--- src/rtl/kanagawa_fifo_write_arbiter.sv ---
// Round-robin write arbiter feeding one register FIFO; the grant is combinational from req_valid.
// Define KANAGAWA_ARB_BURST_EN to let a port keep the grant for up to MAX_BURST consecutive transfers.
module kanagawa_fifo_write_arbiter #(
   parameter int WIDTH     = 32,
   parameter int PORTS     = 4,
   parameter int MAX_BURST = 4
) (
   input  logic                       clock,
   input  logic                       rst,
   input  logic [PORTS-1:0]           req_valid,
   input  logic [PORTS*WIDTH-1:0]     req_data,
   output logic [PORTS-1:0]           req_ready,
   output logic                       fifo_wrreq,
   output logic [WIDTH-1:0]           fifo_data,
   input  logic                       fifo_full,
   output logic [$clog2(PORTS)-1:0]   grant_idx
);

   localparam int IDX_W = $clog2(PORTS);

   logic [IDX_W-1:0] ptr;
   logic [IDX_W-1:0] grant;
   logic             found;
   logic [IDX_W:0]   sum;

   function automatic logic [IDX_W-1:0] wrap_inc(input logic [IDX_W-1:0] i);
      return (i == IDX_W'(PORTS-1)) ? '0 : i + 1'b1;
   endfunction

   // First valid port at or after ptr, wrapping. In a burst this also covers the
   // "owner dropped valid" case: ptr itself is skipped and the search continues at ptr+1.
   always_comb begin
      // NOTE: every variable gets a default before the loop so no path leaves it unassigned (no latch).
      grant = '0;
      found = 1'b0;
      sum   = '0;
      for (int k = 0; k < PORTS; k++) begin
         sum = {1'b0, ptr} + (IDX_W+1)'(k);
         if (sum >= (IDX_W+1)'(PORTS)) sum = sum - (IDX_W+1)'(PORTS);
         if (!found && req_valid[sum[IDX_W-1:0]]) begin
            grant = sum[IDX_W-1:0];
            found = 1'b1;
         end
      end
   end

   assign fifo_wrreq = (|req_valid) & ~fifo_full & ~rst;
   assign req_ready  = fifo_wrreq ? (PORTS'(1) << grant) : '0;
   assign grant_idx  = fifo_wrreq ? grant : '0;

   always_comb begin
      fifo_data = '0;
      for (int p = 0; p < PORTS; p++) begin
         if (grant == IDX_W'(p)) fifo_data = req_data[p*WIDTH +: WIDTH];
      end
   end

`ifdef KANAGAWA_ARB_BURST_EN
   localparam int CNT_W = $clog2(MAX_BURST+1);

   typedef enum logic {IDLE, BURST} state_t;

   state_t           state;
   logic [CNT_W-1:0] count;

   // A stalled FIFO freezes ptr, count and state; the grant is still re-evaluated each cycle.
   always_ff @(posedge clock) begin
      // NOTE: sequential state uses non-blocking assignments so every register samples pre-edge values.
      if (rst) begin
         ptr   <= '0;
         count <= '0;
         state <= IDLE;
      end else if (!fifo_full) begin
         case (state)
            IDLE: begin
               if (fifo_wrreq) begin
                  if (MAX_BURST > 1) begin
                     ptr   <= grant;
                     count <= CNT_W'(1);
                     state <= BURST;
                  end else begin
                     ptr <= wrap_inc(grant);
                  end
               end
            end
            BURST: begin
               if (req_valid[ptr]) begin
                  if (count + 1'b1 == CNT_W'(MAX_BURST)) begin
                     ptr   <= wrap_inc(ptr);
                     count <= '0;
                     state <= IDLE;
                  end else begin
                     count <= count + 1'b1;
                  end
               end else begin
                  ptr   <= wrap_inc(ptr);
                  count <= '0;
                  state <= IDLE;
               end
            end
            default: state <= IDLE;
         endcase
      end
   end
`else
   always_ff @(posedge clock) begin
      if (rst) begin
         ptr <= '0;
      end else if (fifo_wrreq) begin
         ptr <= wrap_inc(grant);
      end
   end
`endif

endmodule
--- config.mk ---
export PLATFORM = sky130hd
export DESIGN_NAME = kanagawa_fifo_write_arbiter
export DESIGN_NICKNAME = d
export VERILOG_FILES = /design/src/rtl/kanagawa_fifo_write_arbiter.sv
export SDC_FILE = /design/constraint.sdc
export NUM_CORES = 1
export LEC_CHECK = 0
export BUFFER_PORTS_ARGS = -buffer_cell sky130_fd_sc_hd__buf_2
export CAP_MARGIN = 0
export CORE_AREA = 2 2 67 69
export CTS_CLUSTER_SIZE = 10
export DETAILED_ROUTE_END_ITERATION = 12
export DIE_AREA = 0 0 69 71
export PLACE_DENSITY = 0.88
export SETUP_SLACK_MARGIN = 0.1
export SLEW_MARGIN = 15
export SYNTH_ARGS = -nofsm -noshare
export SYNTH_HDL_FRONTEND = slang
export SYNTH_SLANG_ARGS = --single-unit
--- constraint.sdc ---
create_clock -name clock -period 6 [get_ports clock]
set_input_delay 1.8 -clock clock [delete_from_list [all_inputs] [get_ports clock]]
set_output_delay 1.8 -clock clock [all_outputs]
set_load 0.05 [all_outputs]
==> results.yml <==
status:
  status: "completed"
worst_setup_path:
  r2r_cells: 7
  max_stage_delay_ns: 0.31
  crit_fanout: 21
  crit_start: "req_valid[0]"
  start_kind: "input pin"
  crit_required_ns: 4.20
  path_class: "input pin to primary output"
  arrival_ns: 3.91
  crit_path_end_kind: "primary output"
  crit_path_end: "fifo_data[31]"
  r2r_start: "ptr[1]"
  cp_slowest_cell: "o22ai_1"
  r2r_setup_slack_ns: 4.36
  rr_endpoint: "ptr[1]"
  worstPathCellList: "buf_2, a21oi_1, o21a_1, o22ai_1, ha_1, nor2b_4, buf_4, a221o_1, o21ai_0, o21ai_0, buf_2"
global_routing:
  gr-total-overflow: 0
  grt_max_degree: 35
  grt_pass1_vias: 1926
  grt_pass1_wl_um: 8520
  track_usage: 0.203
  antenna_found_initial: 1
clock_network:
  clock-sinks: 2
  cts_max_path_buffers: 2
  worstSkewPairLatency_ns: 0.21
  root_buffer: "clkbuf_8"
  cts_tree: "built"
  path_clk_slew_ns: 0.03
  cts_max_level: 1
  cts_buffers: 3
logic_synthesis:
  synth.distinct_cells: 26
  synth_top_area_share: 0.267
  synth_most_common_cell: "o21ai_0"
  yosysSeqAreaShare: 0.0344
  synth_area_leaders: "a221o_1 (27%), o21ai_0 (16%), o21ai_1 (13%), nand2_1 (11%), ha_1 (4.3%)"
  synth_common_cells: "o21ai_0 (36), nand2_1 (35), a221o_1 (31), o21ai_1 (30), clkbuf_1 (11)"
  avgSynthCellArea_um2: 6.22
  yosys.area.top_type: "a221o_1"
  ys_async_sr_fraction: 0
  ys_ff_latch: 2
  synth_ff_type: "dfxtp_1"
  yosys_warnings: 0
  syn_inst: 187
  synth_edf_count: 0
  synthesis.nets: 326
  syn_area_mm2: 0.00116
final_layout:
  top_regs: "ptr (2)"
  largest_register_ffs: 2
  n_antenna_cell: 0
  n_fill_cell: 407
  multi_input_area_mm2: 0.00100
  ff_latch_area_um2: 40.0
  area_growth_pct: 80.4
  largest_register: "ptr"
  instances_no_fill: 401
  drive_gt1_frac: 0.556
  nets: 490
detailed_routing:
  wl_per_cell_um: 13.6
  routed_via_density: 5.13
  firstDrtPassIters: 4
  drt_iter0_drc: 122
  ant_nets: 0
  vias: 2058
  routed_wl_um: 5470
  drc: 0
sta:
  drv_slew: 0
  worstMarginPinSlew_ns: 0.396
  finalClockSkew_ns: 0.0000742
  max_slew_margin: 0.736
  min_period_ns: 5.71
  timing.final.crit_share: 0.952
  fmax_mhz: 175
  hold_viol_final: 0
  setup_viol: 0
  whs_ns: 0.549
  grt_setup_unrepaired: "no"
  tns_ns: 0
die:
  coreArea_mm2: 0.00420
  die_h_um: 71
  fp-row-count: 24
  die_area_mm2: 0.00490
  pin_count: 174
  start_util: 0.276
  die_x_um: 69
hold_path:
  hold_class: "register to register"
power_and_ir_drop:
  power_density_mw_per_mm2: 267
  ir_drop_uv: 164
  leakage_nw: 1.10
  total_power_w: 0.000560
place:
  place_inst: 398
  dp_hpwl_um: 4240
  place_congestion: 0.849
  port_buffers: 173
flow_run:
  cap_violations: 0
[metrics by stage]
step / util / instance area (um^2) / setup WS [ns]
after CTS: 0.499 / 2100 / 0.272
after global placement: 0.489 / 2050 / 0.390
after floorplan: - / 1170 / 0.230
final: 0.499 / 2100 / 0.287
after detailed placement: 0.489 / 2050 / 0.296
after global routing: 0.499 / 2100 / 0.114
[report_power, final]
part	switching (W)	total, W	internal (W)
clock	0.00000977	0.0000521	0.0000423
combinational	0.000342	0.000492	0.000150
sequential	0.00000166	0.0000165	0.0000148
total	0.000353	0.000560	0.000207
[layout make-up]
type                       instances  area share
inverter                           4     0.00776
clock buffer                       3      0.0197
sequential                         2      0.0191
tap                               52      0.0310
multi-input combinational        160       0.479
timing repair buffer             180       0.444
[worst max-delay path, delay by kind of cell]
kind / cells / cell delay [ns]
and+or+nand+nor: 1 / 0.16
adders and majority gates: 1 / 0.27
AOI/OAI and AO/OA: 6 / 1.00
buffers and inverters: 3 / 0.67
[cells in the final DEF, fill, tap and decap left out]
master and n:
ha_1 3, dfxtp_1 2, nand2b_1 1, a221o_1 31, nor4_1 1, nor3_1 1, nor4_2 1, nand2_1 35
inv_1 3, nor3_2 1, clkinv_2 1, buf_12 1, nor2_1 3, buf_4 6, o21a_1 1, ha_2 1
mux2i_1 1, nor2b_4 1, and2_2 4, a21oi_1 5, o22ai_1 1, nor4_4 1, buf_2 173, nor2_2 1
a211oi_1 1, clkbuf_8 3, o21ai_0 35, o21ai_1 31
[repair_timing]
action                                  in CTS  in global routing
endpoints found under the setup margin       0                  1
hold buffers                                 0                  0
resized for setup                            0                  1
hold endpoints to repair                     0                  0
setup buffers                                0                  0
[cell families (layout without fill, tap and decap cells)]
family | count (synthesis) | in the layout | share of synthesized area
simple gates | 50 | 50 | 0.213
compound gates | 105 | 105 | 0.591
buf+inv | 25 | 187 | 0.110
fa+ha+maj | 4 | 4 | 0.0431
mux | 1 | 1 | 0.00861
flops | 2 | 2 | 0.0344
[routing by layer]
| metal | wire, um | vias to the layer above | track usage |
|---|---|---|---|
| li1 | - | 1042 | - |
| met1 | 2110 | 889 | 0.243 |
| met2 | 2820 | 119 | 0.368 |
| met3 | 498 | 6 | 0.0484 |
| met4 | 21 | 2 | 0.0458 |
| met5 | 13 | - | 0 |
[how the worst min path moves through the flow]
stage,startpoint,endpoint,slack [ns],cells past startpoint
floorplan,ptr[0],ptr[0],0.49,2
global placement,ptr[0],ptr[0],0.52,2
detailed placement,ptr[1],ptr[1],0.54,2
CTS,ptr[0],ptr[0],0.55,2
global route,ptr[0],ptr[0],0.58,2
finish,ptr[1],ptr[1],0.55,2
(Power assumes the default switching activity.)
